`config.mk`:
```
export PLATFORM = sky130hd
export DESIGN_NAME = psw_unit
export DESIGN_NICKNAME = d
export VERILOG_FILES = /design/src/rtl/psw_unit.sv
export SDC_FILE = /design/constraint.sdc
export NUM_CORES = 1
export LEC_CHECK = 0
export ABC_AREA = 1
export ABC_CLOCK_PERIOD_IN_PS = 2600
export BUFFER_PORTS_ARGS = -buffer_cell sky130_fd_sc_hd__buf_2
export CAP_MARGIN = 20
export CORE_MARGIN = 10
export CORE_UTILIZATION = 50
export CTS_CLUSTER_DIAMETER = 120
export DETAILED_ROUTE_END_ITERATION = 8
export HOLD_SLACK_MARGIN = 0.02
export PLACE_DENSITY_LB_ADDON = 0.08
export SYNTH_ARGS = -nofsm -noshare
export SYNTH_HDL_FRONTEND = slang
export SYNTH_SLANG_ARGS = --single-unit
```
`constraint.sdc`:
```
create_clock -name clk_i -period 2.6 [get_ports clk_i]
set_input_delay 0.13 -clock clk_i [delete_from_list [all_inputs] [get_ports clk_i]]
set_output_delay 0.13 -clock clk_i [all_outputs]
set_load 0.1 [all_outputs]
```
`src/rtl/psw_unit.sv`:
```
// psw_unit: registered XM23 processor status word with ALU flag derivation,
// SETCC/CLRCC, direct writes and an exception PSW shadow stack.
// Bit map: C=0 Z=1 N=2 SLP=3 V=4 CPRI=7:5 FLT=8 PPRI=15:13, bits 12:9 always 0.
module psw_unit #(
    parameter int          WIDTH        = 16,
    parameter int          SHADOW_DEPTH = 4,
    parameter logic [15:0] RESET_PSW    = 16'h00E0
) (
    input  logic             clk_i,
    input  logic             rst_i,
    input  logic             alu_valid_i,
    input  logic             alu_byte_i,
    input  logic [WIDTH-1:0] alu_a_i,
    input  logic [WIDTH-1:0] alu_b_i,
    input  logic [WIDTH-1:0] alu_result_i,
    input  logic [3:0]       alu_flag_msk_i,
    input  logic             cc_valid_i,
    input  logic             cc_set_i,
    input  logic [3:0]       cc_bits_i,
    input  logic             wr_valid_i,
    input  logic [15:0]      wr_data_i,
    input  logic             exc_enter_i,
    input  logic [2:0]       exc_pri_i,
    input  logic             exc_return_i,
    output logic [15:0]      psw_o,
    output logic [15:0]      psw_fwd_o,
    output logic             stack_empty_o,
    output logic             stack_full_o
);

    localparam int          CW       = $clog2(SHADOW_DEPTH + 1);
    localparam int          IW       = (SHADOW_DEPTH > 1) ? $clog2(SHADOW_DEPTH) : 1;
    localparam logic [15:0] WR_MASK  = 16'hE1FF;
    localparam logic [15:0] FLT_BIT  = 16'h0100;

    // Flags {V,N,Z,C} from the sign bits of operands and result at bit m.
    function automatic logic [3:0] alu_flags(input logic [WIDTH-1:0] a,
                                             input logic [WIDTH-1:0] b,
                                             input logic [WIDTH-1:0] r,
                                             input logic             byte_mode);
        logic am;
        logic bm;
        logic rm;
        logic z;
        if (byte_mode) begin
            am = a[7];
            bm = b[7];
            rm = r[7];
            z  = (r[7:0] == 8'h00);
        end else begin
            am = a[WIDTH-1];
            bm = b[WIDTH-1];
            rm = r[WIDTH-1];
            z  = (r == {WIDTH{1'b0}});
        end
        alu_flags[3] = (~bm & ~am & rm) | (bm & am & ~rm);
        alu_flags[2] = rm;
        alu_flags[1] = z;
        alu_flags[0] = (bm & am) | ((bm | am) & ~rm);
    endfunction

    // Replace the selected {V,N,Z,C} bits of p with val; everything else holds.
    function automatic logic [15:0] merge_flags(input logic [15:0] p,
                                                input logic [3:0]  sel,
                                                input logic [3:0]  val);
        logic [15:0] q;
        q = p;
        if (sel[0]) q[0] = val[0];
        if (sel[1]) q[1] = val[1];
        if (sel[2]) q[2] = val[2];
        if (sel[3]) q[4] = val[3];
        return q;
    endfunction

    logic [15:0]   psw_q;
    logic [15:0]   psw_d;
    logic [CW-1:0] cnt_q;
    logic [CW-1:0] cnt_d;
    logic          empty_q;
    logic          full_q;
    logic [15:0]   stack_q [SHADOW_DEPTH];
    logic          push_s;
    logic [CW-1:0] top_s;
    logic [IW-1:0] top_idx_s;
    logic [IW-1:0] push_idx_s;
    logic [15:0]   pop_val_s;

    assign top_s      = cnt_q - CW'(1);
    assign top_idx_s  = top_s[IW-1:0];
    assign push_idx_s = cnt_q[IW-1:0];
    assign pop_val_s  = stack_q[top_idx_s];

    // Next-PSW and stack count: one prioritised action per cycle.
    always_comb begin
        psw_d  = psw_q;
        cnt_d  = cnt_q;
        push_s = 1'b0;
        if (exc_enter_i) begin
            if (!full_q) begin
                push_s = 1'b1;
                cnt_d  = cnt_q + CW'(1);
                psw_d  = {psw_q[7:5], 4'h0, psw_q[8], exc_pri_i, 5'b00000};
            end else begin
                psw_d = psw_q | FLT_BIT;
            end
        end else if (exc_return_i) begin
            if (!empty_q) begin
                cnt_d = top_s;
                psw_d = pop_val_s | (psw_q & FLT_BIT);
            end else begin
                psw_d = psw_q | FLT_BIT;
            end
        end else if (wr_valid_i) begin
            psw_d = wr_data_i;
        end else if (cc_valid_i) begin
            psw_d = merge_flags(psw_q, cc_bits_i, {4{cc_set_i}});
        end else if (alu_valid_i) begin
            psw_d = merge_flags(psw_q, alu_flag_msk_i,
                                alu_flags(alu_a_i, alu_b_i, alu_result_i, alu_byte_i));
        end else begin
            psw_d = psw_q;
        end
        psw_d = psw_d & WR_MASK;
    end

    // PSW, occupancy count and registered stack status.
    always_ff @(posedge clk_i) begin
        if (rst_i) begin
            psw_q   <= RESET_PSW;
            cnt_q   <= {CW{1'b0}};
            empty_q <= 1'b1;
            full_q  <= 1'b0;
        end else begin
            psw_q   <= psw_d;
            cnt_q   <= cnt_d;
            empty_q <= (cnt_d == {CW{1'b0}});
            full_q  <= (cnt_d == CW'(SHADOW_DEPTH));
        end
    end

    // Shadow stack storage; contents are only meaningful below the count.
    always_ff @(posedge clk_i) begin
        if (push_s && !rst_i) begin
            stack_q[push_idx_s] <= psw_q;
        end
    end

    assign psw_o         = psw_q;
    assign psw_fwd_o     = rst_i ? RESET_PSW : psw_d;
    assign stack_empty_o = empty_q;
    assign stack_full_o  = full_q;

endmodule
```
==> results.ini <==
[outcome]
status = completed

[timing]
finalCritPeriodShare_pct = 90.6
worst_clock_skew_ns = 0.00693
fmax_mhz = 424
setup_viol = 0
min_period_ns = 2.36
relSlewSlack_pct = 62.8
tightestPinTransition_ns = 0.558
rsz0062_at_grt = no
report.final.slew_viol_count = 0
setup_ws_ns = 0.244
final-hold-violation-count = 0
setup_tns_ns = 0

[floorplan]
fp.dieW_um = 101
dieArea_um2 = 10300
num_rows = 29
io_pins = 118
start_util_pct = 51.9
core_area_um2 = 6390
fp.dieH_um = 101

[placed_design]
hpwl_um = 6320
port_buffers = 77
place_ws_ns = 0.291
gp_congestion = 0.800
numPlacedInstances = 522

[drt]
via_per_inst = 5.29
antenna_left = 0
dr.pass1.iters = 4
routed_wl_um = 8870
drt_iter0_drc = 163
wl_per_cell_um = 16.5
vias = 2840
route.detailed.drc = 0

[power]
seqPwrFrac_pct = 41.9
peakVddDrop_v = 0.000478
p_int_w = 0.00185
swShare_pct = 39.8
power_frac_comb_pct = 35.8
leakage_nw = 1.78
powerDensity_nw_per_um2 = 738
p_sw_w = 0.00122
pwr-share-clk_pct = 22.4

[worst_setup_path]
crit_chain = inv_8, ha_4, inv_2, nand2_1, a21oi_1, o31ai_2, nand2_1, a21oi_2, buf_12
cp_max_fo = 27
required_ns = 2.47
crit_buf_inv = 3
cp_data_arrival_time_ns = 2.23
crit_type = flip-flop to primary output
cpMostUsedCell = nand2_1
startpoint_type = flip-flop
crit_slowest_cell = dfxtp_1
path_delay_family = compound AO/OA/AOI/OAI gates
end_kind = primary output
cp_slowest_stage_delay_ns = 0.43

[synth]
synth_area_um2 = 3310
synth_edf_count = 48
async_reset_ff_share_pct = 0
synthCells = 376
syn_area_per_cell_um2 = 8.81
ys_ff_latch = 65
ys.flop_type = edfxtp_1
yosysWarnings = 0
synth_cell_types = 34
ys_seq_area_share_pct = 53.8

[cells_and_area]
syn_to_final_growth_pct = 25.5
utilization_pct = 65.1
diodes = 0
fin_nets = 544
register_area_um2 = 1780
drive_above_1_share_pct = 27.2
stdcell_count = 537
multi_input_area_um2 = 1350
fillers = 532

[clock_tree]
cts_htree_levels = 3
cts_buffers = 9
worstSkewPairLatency_ns = 0.33
clkTransAtPathRegs_ns = 0.07
clock-sinks = 65
cts_tree = done
postCtsHoldBufs = 0
clock_path_buffers = 2
cts_root_buf = clkbuf_8

[global_routing]
grt_overflow = 0
top_usage_layer = met2
grt_max_degree = 28
use_met3_pct = 6.88
track_usage_pct = 17.7
grt_antenna_before_repair = 0
grt_pass1_vias = 2825
grtUsageMet1_pct = 20.8
grt_pass1_wl_um = 14100
grtUsageMet2_pct = 28.7

[job]
maxCapViolCount = 0

[worst_hold_path]
min_path_type = input pin to flip-flop

## power by group through the flow
stage	clock network [W]	registers [W]	logic [W]
2_1_floorplan	0	0.00144	0.000692
3_3_place_gp	0	0.00130	0.00107
3_5_place_dp	0	0.00131	0.00108
4_1_cts	0.000691	0.00128	0.00109
5_1_grt	0.000741	0.00130	0.00119
6_report	0.000686	0.00129	0.00110
## worst reg2reg max path, stage by stage, from the launching register on
cell	delay, ns
dfxtp_1	0.43
inv_8	0.12
ha_4	0.37
inv_2	0.12
nand2_1	0.08
a21oi_1	0.06
o31ai_2	0.23
nand2_1	0.09
a21oi_2	0.19
## flip-flops by register name (all words and copies together) (netlist names)
signal,flops
stack_empty_o,1
stack_full_o,1
cnt_q,3
psw_o,12
stack_q,48
## area by class of cell
| cell class | instances | area share (%) |
|---|---|---|
| Sequential cell | 65 | 42.9 |
| Multi-Input combinational cell | 259 | 32.5 |
| Timing Repair Buffer | 87 | 15.4 |
| Inverter | 34 | 3.31 |
| Clock buffer | 10 | 3.07 |
| Tap cell | 77 | 2.32 |
| Clock inverter | 5 | 0.571 |
## per-layer routing
| layer | up-vias | wire length, um | share of wire [%] |
|---|---|---|---|
| li1 | 1423 | - | - |
| met1 | 1287 | 3430 | 39 |
| met2 | 123 | 4290 | 48 |
| met3 | 7 | 1050 | 12 |
| met4 | 0 | 88 | 0.99 |
| met5 | - | 0 | 0 |
## metrics by stage
| step | total power (W) | hold WS [ns] | cell area [um2] |
|---|---|---|---|
| 2_1_floorplan | 0.00214 | 0.499 | 3440 |
| 3_3_place_gp | 0.00237 | 0.407 | 4000 |
| 3_5_place_dp | 0.00239 | 0.412 | 4000 |
| 4_1_cts | 0.00306 | 0.0632 | 4150 |
| 5_1_grt | 0.00323 | 0.0776 | 4160 |
| 6_report | 0.00307 | 0.0714 | 4160 |
## synthesized netlist by cell type, types with 2 or more instances
cell / n / area [um2]
o221ai_1: 2 / 17.5
nand4_1: 4 / 25.0
o21ai_0: 18 / 90.1
clkbuf_1: 3 / 11.3
nand3_1: 16 / 80.1
edfxtp_1: 48 / 1440
buf_2: 6 / 30.0
o22ai_1: 3 / 18.8
buf_6: 3 / 33.8
xor2_1: 2 / 17.5
nor2_1: 39 / 146
buf_4: 10 / 75.1
dfxtp_1: 17 / 340
ha_1: 4 / 50.1
inv_1: 27 / 101
nor3_1: 4 / 20.0
nand2_1: 83 / 312
a21oi_1: 36 / 180
inv_2: 5 / 18.8
o21ai_1: 26 / 130
a22oi_1: 6 / 45.0
buf_8: 2 / 30.0
## cell families after synthesis
kind of cell | synth area share [%]
other | 0.113
buffers and inverters | 9.70
AO/OA/AOI/OAI | 15.9
flip-flops | 53.8
AND/OR/NAND/NOR | 18.5
XOR/XNOR | 0.529
adder cells (fa/ha/maj) | 1.51
## final timing paths
check / from / end / slack [ns] / cells past startpoint
max: cnt_q[0] / psw_fwd_o[4] / 0.24 / 9
min: exc_pri_i[0] / psw_o[5] / 0.07 / 3
max reg2reg: cnt_q[0] / psw_o[4] / 0.82 / 8
min reg2reg: psw_o[14] / stack_q[2][14] / 0.55 / 0
## cell usage in the layout (no fill, tap or decap), types with 6 or more instances in the layout
cell / Yosys / routed
a21oi_1: 36 / 27
a21oi_4: 0 / 7
a22oi_1: 6 / 6
buf_12: 0 / 12
buf_2: 6 / 65
buf_4: 10 / 10
clkbuf_8: 0 / 9
conb_1: 1 / 8
dfxtp_1: 17 / 16
edfxtp_1: 48 / 48
inv_1: 27 / 27
nand2_1: 83 / 83
nand3_1: 16 / 13
nor2_1: 39 / 39
o21ai_0: 18 / 18
o21ai_1: 26 / 26
## timing repair
item / 4_1_cts / 5_1_grt
setup endpoints to repair: 3 / 3
buffers inserted: 0 / 0
gates resized for setup: 1 / 1
Power figures use the tool's default switching activity.
